--- src/rtl/pcie_os_tx_if.sv ---
// rtl/pcie_os_tx_if.sv - request and lane-output bundle for the ordered-set transmitter
interface pcie_os_tx_if #(
  parameter int LANE_WIDTH = 1,
  parameter int D_WIDTH    = 16,
  parameter int OS_WIDTH   = 4
);
  logic                          os_start;
  logic [OS_WIDTH-1:0]           os_type;
  logic [LANE_WIDTH-1:0]         os_lane_en;
  logic [7:0]                    link_num;
  logic [7:0]                    n_fts;
  logic [7:0]                    train_ctrl;
  logic                          skp_req;
  logic [LANE_WIDTH*D_WIDTH-1:0] tx_data;
  logic [LANE_WIDTH*2-1:0]       tx_k;
  logic [LANE_WIDTH-1:0]         tx_elec_idle;
  logic                          os_busy;
  logic                          os_sent;
  logic                          skp_done;

  modport master (
    output os_start, os_type, os_lane_en, link_num, n_fts, train_ctrl, skp_req,
    input  tx_data, tx_k, tx_elec_idle, os_busy, os_sent, skp_done
  );

  modport slave (
    input  os_start, os_type, os_lane_en, link_num, n_fts, train_ctrl, skp_req,
    output tx_data, tx_k, tx_elec_idle, os_busy, os_sent, skp_done
  );
endinterface

--- src/rtl/pcie_os_tx.sv ---
// rtl/pcie_os_tx.sv - per-lane PCIe ordered-set transmitter, two symbols per lane per clock
module pcie_os_tx #(
  parameter int LANE_WIDTH = 1,
  parameter int D_WIDTH    = 16,
  parameter int OS_WIDTH   = 4
) (
  input  logic        sys_clk,
  input  logic        rst_n,
  pcie_os_tx_if.slave os
);

  localparam logic [7:0] SYM_COM   = 8'hBC;
  localparam logic [7:0] SYM_PAD   = 8'hF7;
  localparam logic [7:0] SYM_EIDL  = 8'h7C;
  localparam logic [7:0] SYM_FTS   = 8'h3C;
  localparam logic [7:0] SYM_SKP   = 8'h1C;
  localparam logic [7:0] SYM_D10_2 = 8'h4A;
  localparam logic [7:0] SYM_D5_2  = 8'h45;

  localparam logic [OS_WIDTH-1:0] OS_T1_LL = OS_WIDTH'(0);
  localparam logic [OS_WIDTH-1:0] OS_T2_LL = OS_WIDTH'(1);
  localparam logic [OS_WIDTH-1:0] OS_T1    = OS_WIDTH'(3);
  localparam logic [OS_WIDTH-1:0] OS_T2    = OS_WIDTH'(4);
  localparam logic [OS_WIDTH-1:0] OS_IDLE  = OS_WIDTH'(5);
  localparam logic [OS_WIDTH-1:0] OS_EIDLE = OS_WIDTH'(6);
  localparam logic [OS_WIDTH-1:0] OS_NFTS  = OS_WIDTH'(7);

  typedef enum logic [2:0] {ST_EI, ST_TS, ST_IDL, ST_EIOS, ST_FTS, ST_SKP} state_t;

  // current set on the wire (state/cnt describe the registered output cycle)
  state_t                state, resume;
  logic [2:0]            cnt;
  logic                  ts2, lip;
  logic [LANE_WIDTH-1:0] mask;
  logic [7:0]            fts_left;
  logic [7:0]            link_q, nfts_q, tctl_q;
  logic                  pend_v;
  logic [OS_WIDTH-1:0]   pend_type;
  logic [LANE_WIDTH-1:0] pend_mask;
  logic                  skp_pend;

  state_t                nxt_state, nxt_resume, cont;
  logic [2:0]            nxt_cnt;
  logic                  nxt_ts2, nxt_lip;
  logic [LANE_WIDTH-1:0] nxt_mask;
  logic [7:0]            nxt_fts, cont_fts;
  logic                  nxt_pend_v;
  logic [OS_WIDTH-1:0]   nxt_pend_type;
  logic [LANE_WIDTH-1:0] nxt_pend_mask;
  logic                  nxt_skp;
  logic                  req_ok, last, use_req, ts_start;
  logic [OS_WIDTH-1:0]   r_type;
  logic [LANE_WIDTH-1:0] r_mask;
  logic [7:0]            f_link, f_nfts, f_tctl;

  logic [LANE_WIDTH*D_WIDTH-1:0] data_n;
  logic [LANE_WIDTH*2-1:0]       k_n;
  logic [LANE_WIDTH-1:0]         ei_n;
  logic [8:0]                    sym_lo, sym_hi;

  // one symbol of the current set as {K, byte}
  function automatic logic [8:0] sym_of(input state_t st, input logic [3:0] idx,
                                        input logic [7:0] lane, input logic t2, input logic lp,
                                        input logic [7:0] lk, input logic [7:0] nf,
                                        input logic [7:0] tc);
    logic [8:0] s;
    s = 9'h000;
    case (st)
      ST_TS: begin
        case (idx)
          4'd0:    s = {1'b1, SYM_COM};
          4'd1:    s = lp ? {1'b1, SYM_PAD} : {1'b0, lk};
          4'd2:    s = lp ? {1'b1, SYM_PAD} : {1'b0, lane};
          4'd3:    s = {1'b0, nf};
          4'd4:    s = {1'b0, 8'h02};
          4'd5:    s = {1'b0, tc};
          default: s = {1'b0, t2 ? SYM_D5_2 : SYM_D10_2};
        endcase
      end
      ST_EIOS: s = (idx == 4'd0) ? {1'b1, SYM_COM} : {1'b1, SYM_EIDL};
      ST_FTS:  s = (idx == 4'd0) ? {1'b1, SYM_COM} : {1'b1, SYM_FTS};
      ST_SKP:  s = (idx == 4'd0) ? {1'b1, SYM_COM} : {1'b1, SYM_SKP};
      default: s = 9'h000;
    endcase
    return s;
  endfunction

  // choose the set for the next output cycle; requests and SKP only act at set boundaries
  always_comb begin
    nxt_state     = state;
    nxt_cnt       = cnt + 3'd1;
    nxt_resume    = resume;
    nxt_ts2       = ts2;
    nxt_lip       = lip;
    nxt_mask      = mask;
    nxt_fts       = fts_left;
    nxt_pend_v    = pend_v;
    nxt_pend_type = pend_type;
    nxt_pend_mask = pend_mask;
    nxt_skp       = skp_pend | os.skp_req;
    cont          = ST_EI;
    cont_fts      = fts_left;
    use_req       = 1'b0;
    r_type        = pend_type;
    r_mask        = pend_mask;

    req_ok = os.os_start && (os.os_type inside {OS_T1_LL, OS_T2_LL, OS_T1, OS_T2,
                                                 OS_IDLE, OS_EIDLE, OS_NFTS});
    last   = (state == ST_EI) || (state == ST_IDL) ||
             ((state == ST_TS) && (cnt == 3'd7)) ||
             ((state inside {ST_EIOS, ST_FTS, ST_SKP}) && (cnt == 3'd1));

    if (req_ok) begin
      nxt_pend_v    = 1'b1;
      nxt_pend_type = os.os_type;
      nxt_pend_mask = os.os_lane_en;
    end

    if (last) begin
      nxt_cnt = 3'd0;
      // what the stream does next if nothing new is requested
      case (state)
        ST_TS:   cont = ST_TS;
        ST_IDL:  cont = ST_IDL;
        ST_FTS: begin
          if (fts_left > 8'd1) begin
            cont     = ST_FTS;
            cont_fts = fts_left - 8'd1;
          end else begin
            cont = ST_IDL;
          end
        end
        ST_SKP:  cont = resume;
        default: cont = ST_EI;
      endcase

      if ((state inside {ST_TS, ST_IDL, ST_FTS}) && (skp_pend || os.skp_req)) begin
        // SKP wins; any request stays pending for the boundary after it
        nxt_state  = ST_SKP;
        nxt_resume = cont;
        nxt_fts    = cont_fts;
        nxt_skp    = 1'b0;
      end else begin
        use_req    = req_ok || pend_v;
        r_type     = req_ok ? os.os_type : pend_type;
        r_mask     = req_ok ? os.os_lane_en : pend_mask;
        nxt_pend_v = 1'b0;
        if (use_req) begin
          nxt_mask = r_mask;
          case (r_type)
            OS_T1_LL, OS_T2_LL, OS_T1, OS_T2: begin
              nxt_state = ST_TS;
              nxt_ts2   = (r_type == OS_T2_LL) || (r_type == OS_T2);
              nxt_lip   = (r_type == OS_T1_LL) || (r_type == OS_T2_LL);
            end
            OS_IDLE:  nxt_state = ST_IDL;
            OS_EIDLE: nxt_state = ST_EIOS;
            OS_NFTS: begin
              if (os.n_fts == 8'd0) begin
                nxt_state = ST_IDL;
              end else begin
                nxt_state = ST_FTS;
                nxt_fts   = os.n_fts;
              end
            end
            default: begin
              nxt_state = cont;
              nxt_fts   = cont_fts;
            end
          endcase
        end else begin
          nxt_state = cont;
          nxt_fts   = cont_fts;
        end
      end
    end

    ts_start = last && (nxt_state == ST_TS);
    f_link   = ts_start ? os.link_num   : link_q;
    f_nfts   = ts_start ? os.n_fts      : nfts_q;
    f_tctl   = ts_start ? os.train_ctrl : tctl_q;
  end

  // per-lane symbols for the next output cycle; disabled lanes and EI stay quiet
  always_comb begin
    data_n = '0;
    k_n    = '0;
    ei_n   = '1;
    sym_lo = 9'h000;
    sym_hi = 9'h000;
    for (int l = 0; l < LANE_WIDTH; l++) begin
      if (nxt_mask[l] && (nxt_state != ST_EI)) begin
        sym_lo = sym_of(nxt_state, {nxt_cnt, 1'b0}, 8'(l), nxt_ts2, nxt_lip, f_link, f_nfts, f_tctl);
        sym_hi = sym_of(nxt_state, {nxt_cnt, 1'b1}, 8'(l), nxt_ts2, nxt_lip, f_link, f_nfts, f_tctl);
        data_n[D_WIDTH*l +: D_WIDTH] = {sym_hi[7:0], sym_lo[7:0]};
        k_n[2*l +: 2]                = {sym_hi[8], sym_lo[8]};
        ei_n[l]                      = 1'b0;
      end
    end
  end

  // state, pending requests, captured TS fields and registered outputs
  always_ff @(posedge sys_clk or negedge rst_n) begin
    if (!rst_n) begin
      state           <= ST_EI;
      resume          <= ST_EI;
      cnt             <= 3'd0;
      ts2             <= 1'b0;
      lip             <= 1'b0;
      mask            <= '0;
      fts_left        <= 8'd0;
      link_q          <= 8'd0;
      nfts_q          <= 8'd0;
      tctl_q          <= 8'd0;
      pend_v          <= 1'b0;
      pend_type       <= '0;
      pend_mask       <= '0;
      skp_pend        <= 1'b0;
      os.tx_data      <= '0;
      os.tx_k         <= '0;
      os.tx_elec_idle <= '1;
      os.os_busy      <= 1'b0;
      os.os_sent      <= 1'b0;
      os.skp_done     <= 1'b0;
    end else begin
      state           <= nxt_state;
      resume          <= nxt_resume;
      cnt             <= nxt_cnt;
      ts2             <= nxt_ts2;
      lip             <= nxt_lip;
      mask            <= nxt_mask;
      fts_left        <= nxt_fts;
      pend_v          <= nxt_pend_v;
      pend_type       <= nxt_pend_type;
      pend_mask       <= nxt_pend_mask;
      skp_pend        <= nxt_skp;
      if (ts_start) begin
        link_q <= os.link_num;
        nfts_q <= os.n_fts;
        tctl_q <= os.train_ctrl;
      end
      os.tx_data      <= data_n;
      os.tx_k         <= k_n;
      os.tx_elec_idle <= ei_n;
      os.os_busy      <= (nxt_state != ST_EI);
      os.os_sent      <= ((nxt_state == ST_TS) && (nxt_cnt == 3'd7)) ||
                         ((nxt_state inside {ST_EIOS, ST_FTS}) && (nxt_cnt == 3'd1));
      os.skp_done     <= (nxt_state == ST_SKP) && (nxt_cnt == 3'd1);
    end
  end

endmodule

--- src/flat_wrapper.sv ---
// flat-port wrapper written by rule: the top's interface ports become plain ports
module pcie_os_tx_flat 
#(
  parameter int LANE_WIDTH = 1,
  parameter int D_WIDTH    = 16,
  parameter int OS_WIDTH   = 4
)
  (sys_clk, rst_n, os_os_start, os_os_type, os_os_lane_en, os_link_num, os_n_fts, os_train_ctrl, os_skp_req, os_tx_data, os_tx_k, os_tx_elec_idle, os_os_busy, os_os_sent, os_skp_done);
  pcie_os_tx_if #(.LANE_WIDTH(LANE_WIDTH), .D_WIDTH(D_WIDTH), .OS_WIDTH(OS_WIDTH)) os_i ();
  input  logic sys_clk;
  input  logic rst_n;
  input wire logic [$bits(os_i.os_start)-1:0] os_os_start;
  input wire logic [$bits(os_i.os_type)-1:0] os_os_type;
  input wire logic [$bits(os_i.os_lane_en)-1:0] os_os_lane_en;
  input wire logic [$bits(os_i.link_num)-1:0] os_link_num;
  input wire logic [$bits(os_i.n_fts)-1:0] os_n_fts;
  input wire logic [$bits(os_i.train_ctrl)-1:0] os_train_ctrl;
  input wire logic [$bits(os_i.skp_req)-1:0] os_skp_req;
  output wire logic [$bits(os_i.tx_data)-1:0] os_tx_data;
  output wire logic [$bits(os_i.tx_k)-1:0] os_tx_k;
  output wire logic [$bits(os_i.tx_elec_idle)-1:0] os_tx_elec_idle;
  output wire logic [$bits(os_i.os_busy)-1:0] os_os_busy;
  output wire logic [$bits(os_i.os_sent)-1:0] os_os_sent;
  output wire logic [$bits(os_i.skp_done)-1:0] os_skp_done;
  assign os_i.os_start = os_os_start;
  assign os_i.os_type = os_os_type;
  assign os_i.os_lane_en = os_os_lane_en;
  assign os_i.link_num = os_link_num;
  assign os_i.n_fts = os_n_fts;
  assign os_i.train_ctrl = os_train_ctrl;
  assign os_i.skp_req = os_skp_req;
  assign os_tx_data = os_i.tx_data;
  assign os_tx_k = os_i.tx_k;
  assign os_tx_elec_idle = os_i.tx_elec_idle;
  assign os_os_busy = os_i.os_busy;
  assign os_os_sent = os_i.os_sent;
  assign os_skp_done = os_i.skp_done;
  pcie_os_tx #(.LANE_WIDTH(LANE_WIDTH), .D_WIDTH(D_WIDTH), .OS_WIDTH(OS_WIDTH)) u_core (.sys_clk(sys_clk), .rst_n(rst_n), .os(os_i));
endmodule
--- config.mk ---
export PLATFORM = sky130hd
export DESIGN_NAME = pcie_os_tx_flat
export DESIGN_NICKNAME = d
export VERILOG_FILES = /design/src/rtl/pcie_os_tx_if.sv /design/src/rtl/pcie_os_tx.sv /design/src/flat_wrapper.sv
export SDC_FILE = /design/constraint.sdc
export NUM_CORES = 1
export LEC_CHECK = 0
export ABC_AREA = 1
export CAP_MARGIN = 20
export CORE_MARGIN = 8
export CORE_UTILIZATION = 25
export CTS_CLUSTER_SIZE = 30
export DETAILED_ROUTE_END_ITERATION = 7
export SYNTH_ARGS = -nofsm -noshare
export SYNTH_HDL_FRONTEND = slang
export SYNTH_SLANG_ARGS = --single-unit
--- constraint.sdc ---
create_clock -name sys_clk -period 2.89 [get_ports sys_clk]
set_input_delay 0.578 -clock sys_clk [delete_from_list [all_inputs] [get_ports sys_clk]]
set_output_delay 0.578 -clock sys_clk [all_outputs]
set_load 0.005 [all_outputs]
==> results of run 1 <==
## per-stage QoR
stage | cells | area, sq um | setup slack [ns] | setup TNS, ns | hold WS, ns
floorplan | 500 | 3960 | 0.487 | 0 | 0.282
global placement | 817 | 5150 | -0.275 | -3.72 | 0.454
detailed placement | 817 | 5150 | -0.324 | -4.33 | 0.456
CTS | 833 | 5460 | 0.0169 | 0 | 0.284
global route | 840 | 5630 | 0.0128 | 0 | 0.299
finish | 840 | 5630 | 0.249 | 0 | 0.255
## final timing paths
kind                                        endpoint  cells after the start                from
worst max-delay path            u_core.os.tx_data[5]                     18  u_core.fts_left[0]
worst min-delay path             u_core.pend_type[3]                      2               rst_n
worst max register to register  u_core.os.tx_data[5]                     18  u_core.fts_left[0]
worst min register to register      u_core.link_q[5]                      2    u_core.link_q[5]
max in group asynchronous         u_core.fts_left[4]                      2               rst_n
min in group sys_clk                u_core.link_q[5]                      2    u_core.link_q[5]
## layer usage
metal	GRT usage (%)	part of all wire [%]	vias to the layer above
li1	-	-	1840
met2	17.8	46	82
met5	0	0	-
met3	2.76	6.3	11
met1	14.3	46	1643
met4	3.90	1.3	0
## cells by family (layout without fill, tap and decap cells)
family | count (synthesis) | in the layout | share of synthesized area, %
AND/OR/NAND/NOR | 252 | 253 | 30.7
buffers and inverters | 92 | 215 | 9.73
XOR/XNOR | 4 | 4 | 0.885
AO/OA/AOI/OAI | 75 | 75 | 11.5
adder cells (fa/ha/maj) | 5 | 5 | 1.58
flip-flops | 72 | 72 | 45.5
## worst max-delay path, stage by stage (launching register included)
cell	delay, ns
dfrtp_1	0.40
inv_1	0.09
ha_1	0.22
o2111ai_1	0.26
nor2_1	0.12
nor2_1	0.19
nand2_1	0.11
nand3_2	0.11
nand2_4	0.08
nor2_8	0.16
buf_8	0.17
nand2_2	0.09
inv_2	0.11
nand2_1	0.10
nand2_1	0.09
nand2_2	0.06
a21oi_2	0.12
nor2_1	0.06
inv_1	0.04
## flip-flops by register name, indices dropped and copies added, names as in the netlist, 3 cells and up
| signal | count |
|---|---|
| u_core.fts_left | 8 |
| u_core.cnt | 3 |
| u_core.state | 3 |
| u_core.nfts_q | 8 |
| u_core.pend_type | 4 |
| u_core.tctl_q | 8 |
| u_core.os.tx_data | 16 |
| u_core.link_q | 8 |
| u_core.resume | 3 |
## what timing repair did
item / CTS / global route
gates resized for setup: 0 / 26
setup endpoints to repair: 0 / 18
setup buffers: 0 / 5
hold buffers: 0 / 0
## power by group
part / total, mW / switching [mW] / internal, mW
clock network: 1.13 / 0.440 / 0.694
logic: 3.50 / 2.05 / 1.45
registers: 1.55 / 0.173 / 1.38
total: 6.19 / 2.66 / 3.53
## layout by cell type (no fill, tap or decap), types with 5 or more instances in the layout
cell	netlist	routed
nand3_2	5	7
dfrtp_1	71	71
clkbuf_16	0	10
nand4_1	17	17
o21ai_1	12	11
nand2_1	122	117
a21oi_1	19	19
nor2_1	42	41
inv_2	13	13
clkdlybuf4s50_1	0	48
nand2_4	4	7
dlymetal6s2s_1	0	5
buf_4	1	59
nand3_1	22	20
nand2_2	10	12
o21ai_0	21	21
ha_1	5	5
inv_1	66	66
and2_1	10	10
## area by class of cell
| type | instances | share of cell area (%) |
|---|---|---|
| Sequential cell | 72 | 32.1 |
| Tap cell | 216 | 4.80 |
| Timing Repair Buffer | 118 | 19.2 |
| Clock buffer | 10 | 4.25 |
| Multi-Input combinational cell | 337 | 32.9 |
| Inverter | 81 | 5.54 |
| Clock inverter | 6 | 1.20 |
==> metrics.txt, run 1 <==
run status complete, no violations; peak supply drop approximately 0.00046 V; Sequential Area roughly 0.0018 sq mm; max-capacitance violation count 0; clk slew on worst S/H paths 0.06 ns; die area roughly 0.020 sq mm; largest area contributor in the netlist dfrtp_1; CTS root buf clkbuf_16; Post-Synthesis Cells 500; Total GRT Usage roughly 11%; Worst Tran Pin Value approximately 0.44 ns; crit path kind reg -> reg; DRT iter0 DRCs about 240; pin count of the biggest net entering global routing 73; count leader, synth nand2_1; Rows 46; Crit Path Max Fanout 14; Slew HR ~71%; CTS tree yes; top cell type's share of synthesized area approximately 45%; core area 0.0157 sq mm; Fin. Hold Viols 0; Vias 3576; WP data arrival a little under 3 ns; number of enable flip-flop cells after synthesis 0; syn avg cell area around 8 sq um; Final period util 91.4%; multi-input logic area 0.00185 sq mm; setup slack, reg-to-reg ~0.25 ns; final antenna-violating net count 0; Cell variety after synth 44; dpl hpwl between 8000 and 9000 um; vias in the first global route about 3600; Syn-to-layout area delta 42.1%; Placer Congestion between 0.7 and 0.8; utilization after layout 35.9%; fin. max-slew vios 0; IO Pins 55; First-pass DRT Iterations 4; first-pass GRT wire length around 18000 um; # diodes 0; NumNets Final 657; DIE HEIGHT 142 um; synth cell count leaders nand2_1, dfrtp_1, inv_1; RSZ-0062 raised after global routing false; fin crit period about 2.6 ns; Max Root-Sink Buffers 2; synth top area cells dfrtp_1, nand2_1, inv_1; pwr/cell area ~1100 mW/mm^2; Synth warnings 0; fmax 379 MHz; leakage about 2.7 nW; total CTS buffers 9; Crit. End Element flop; sequential area share after synthesis a little under half; Die Wd ~140 um; initial antenna violation count 0; register bit count reported by yosys between 70 and 80; Final Routed Wirelength 10800 um; Primary FF master, synth dfrtp_1; Worst-Skew Late Latency ~0.34 ns; Async S/R FF share, synth 100%; cell area after synthesis just under 0.004 sq mm; Vias/cell 4.26; Critical Path RT approximately 3.2 ns; syn_nets ~540; Max H-tree Level 3; endpoints failing setup 0; HP Class in -> async; Routed WL per cell around 13 um; I/O Buffers 54; DRC viols 0; CP Launch Type flop; Starting Density between 20% and 30%; ratio of cells with drive above 1 in the final layout between 20% and 30%; # fillers 1679; Sink Count between 70 and 80; Layout Skew about 0.008 ns; gr ovfl total 0; Total Power roughly 6.2 mW
Note: power is estimated with default switching activity, not from simulation.
==> run 2, diff against run 1 <==
--- a/config.mk
+++ b/config.mk
@@ -5,8 +5,6 @@
 export SDC_FILE = /design/constraint.sdc
 export NUM_CORES = 1
 export LEC_CHECK = 0
-export ABC_AREA = 1
-export CAP_MARGIN = 20
 export CORE_MARGIN = 8
 export CORE_UTILIZATION = 25
 export CTS_CLUSTER_SIZE = 30
==> constraint.sdc (replaced) <==
create_clock -name sys_clk -period 2.89 [get_ports sys_clk]
set_input_delay 0.578 -clock sys_clk [delete_from_list [all_inputs] [get_ports sys_clk]]
set_output_delay 0.578 -clock sys_clk [all_outputs]
set_load 0.02 [all_outputs]
==> metrics.txt, run 2 <==
setup slack, reg-to-reg -0.0007 ns; ratio of cells with drive above 1 in the final layout around a third; core area around 0.015 sq mm; RSZ-0062 raised after global routing true; switch share roughly 41%; crit path kind reg -> reg; CP Launch Type flop; final hold slack roughly 0.25 ns; pwr/cell area around 1300 mW/mm^2; Worst Tran Pin Value 0.698 ns; Buf/Inv on CP 1; I/O Buffers 54; dpl hpwl a little under 9000 um; HP Class in -> async; Worst path max stage delay approximately 0.54 ns; syn avg cell area 10.5 sq um; # fillers 1465; Primary FF master, synth dfrtp_1; number of enable flip-flop cells after synthesis 0; Final period util 100%; max reg flops 16; synth top area cells dfrtp_1, mux2_2, o21ai_0; commonest non-fill, non-tap cells in the layout dfrtp_1, buf_4, clkdlybuf4s50_1; Total Power ~7.3 mW; DRC viols 0; total CTS buffers 9; r2r startpoint u_core.cnt[1]; sw power about 3 mW; Placer Congestion around 0.9; endpoints failing setup 1; gr ovfl total 0; first-pass GRT wire length approximately 18000 um; Routed WL per cell approximately 17 um; pin count of the biggest net entering global routing 73; Layout Skew between 0.006 and 0.007 ns; most used cell, CP ha_2; fmax ~350 MHz; die area around 0.020 sq mm; Clk pwr share between 10% and 20%; FF-to-FF End u_core.os.tx_data[11]; DIE HEIGHT ~140 um; Die Wd between 100 and 150 um; logic gate share of total power between 50% and 60%; register bit count reported by yosys 72; failing checks negative setup slack; CTS tree yes; CP Cell Sequence ha_2 > ha_2 > or4b_4 > o211a_4 > nand2b_4 > a311oi_4 > o211ai_1 > buf_4 > mux2i_4 > a311oi_2 > a221oi_2; fin crit period ~2.9 ns; Max H-tree Level 3; IO Pins between 50 and 60; Crit. End Element flop; Cell variety after synth 76; syn_nets 405; count leader, synth dfrtp_1; WP data arrival roughly 3.1 ns; final antenna-violating net count 0; largest area contributor in the netlist dfrtp_1; Int Power 4.31 mW; Syn-to-layout area delta 45.8%; max-capacitance violation count 0; Slowest cell on crit path or4b_4; DRT iter0 DRCs just under 300; register bank with the most flops u_core.os.tx_data; Hold Buf Count CTS 0; CTS root buf clkbuf_16; Critical Path RT roughly 3.1 ns; Starting Density between 20% and 30%; Critical Path Start u_core.cnt[1]; Reg power frac about a quarter; Sink Count 72; Rows 45; sequential area share after synthesis 46.6%; Slew HR a little over half; Post-Synthesis Cells around 370; Max Root-Sink Buffers 2; r2r worst-path depth 11; NumNets Final 530; top cell type's share of synthesized area 45.9%; run status finished, violations left; fin. max-slew vios 0; Crit Path Max Fanout 5; initial antenna violation count 0; First-pass DRT Iterations 4; family with the most delay on the worst path compound AO/OA/AOI/OAI gates; Synth warnings 0; peak supply drop around 0.00056 V; Final Routed Wirelength between 10000 and 15000 um; Vias 3360; Async S/R FF share, synth 100%; vias in the first global route ~3500; commonest non-fill, non-tap cell in the layout dfrtp_1; synth cell count leaders dfrtp_1, nor2_1, o21ai_0; setup ws final -0.000719 ns; Total GRT Usage 11.6%; clk slew on worst S/H paths approximately 0.06 ns; Vias/cell between 4 and 5; Fin. Hold Viols 0; Worst-Skew Late Latency ~0.34 ns; leakage 2.35 nW; # diodes 0; cell area after synthesis 0.00387 sq mm
[run 2: changes by cell type in the layout (fill, tap and decap cells not counted), sizes merged, moves of 10 or more]
cell   change
mux2      +27
nand2    -109
nor2      -17
buf       +10
inv       -69
nand3     -20
nand4     -15
[run 2: kinds of logic after synthesis]
group	after synthesis	share of synthesized area, %
buf+inv	26	3.56
simple gates	121	16.5
flops	72	46.6
mux	29	8.57
fa+ha+maj	5	1.62
compound gates	113	22.9
xor+xnor	1	0.226
[run 2: per-layer routing]
metal | vias up | wire length (um) | track usage, %
li1 | 1617 | - | -
met1 | 1656 | 5340 | 15.0
met2 | 76 | 5410 | 18.4
met3 | 11 | 556 | 3.19
met4 | 0 | 138 | 3.60
met5 | - | 0 | 0
[run 2: per-stage QoR]
step	setup TNS [ns]	std cells	setup WS, ns	util (%)	cell area, sq um
floorplan	0	367	0.0719	-	3870
global placement	-8.88	664	-0.409	33.5	5080
detailed placement	-12.35	664	-0.479	33.5	5080
CTS	-0.00328	682	-0.00328	36.3	5500
global route	-0.214	685	-0.104	37.2	5640
finish	-0.000719	685	-0.000719	37.2	5640
[run 2: worst max-delay path by stage]
stage	depth (start not counted)	endpoint
floorplan	12	u_core.os.tx_data[11]
global placement	9	u_core.os.tx_data[13]
detailed placement	9	u_core.os.tx_data[13]
CTS	11	u_core.os.tx_data[11]
global route	11	u_core.os.tx_data[11]
finish	11	u_core.os.tx_data[11]
[run 2: power by group through the flow]
stage,clock network (mW),registers (mW),logic [mW]
6_report,1.30,1.72,4.32
5_1_grt,1.36,1.76,4.68
4_1_cts,1.33,1.70,4.08
3_5_place_dp,0,1.72,3.94
3_3_place_gp,0,1.70,3.84
2_1_floorplan,0,1.72,2.39
[run 2: what timing repair did]
item / 4_1_cts / 5_1_grt
pin swaps: 7 / 14
resized for setup: 15 / 24
setup buffers: 2 / 3
endpoints found under the setup margin: 14 / 33
[run 2: layout make-up]
cell class / instances / area, sq um / area share (%)
Multi-Input combinational cell: 269 / 2080 / 36.9
Sequential cell: 72 / 1800 / 32.0
Timing Repair Buffer: 127 / 1120 / 19.9
Clock buffer: 11 / 243 / 4.30
Tap cell: 188 / 235 / 4.17
Clock inverter: 5 / 104 / 1.84
Inverter: 13 / 53.8 / 0.954
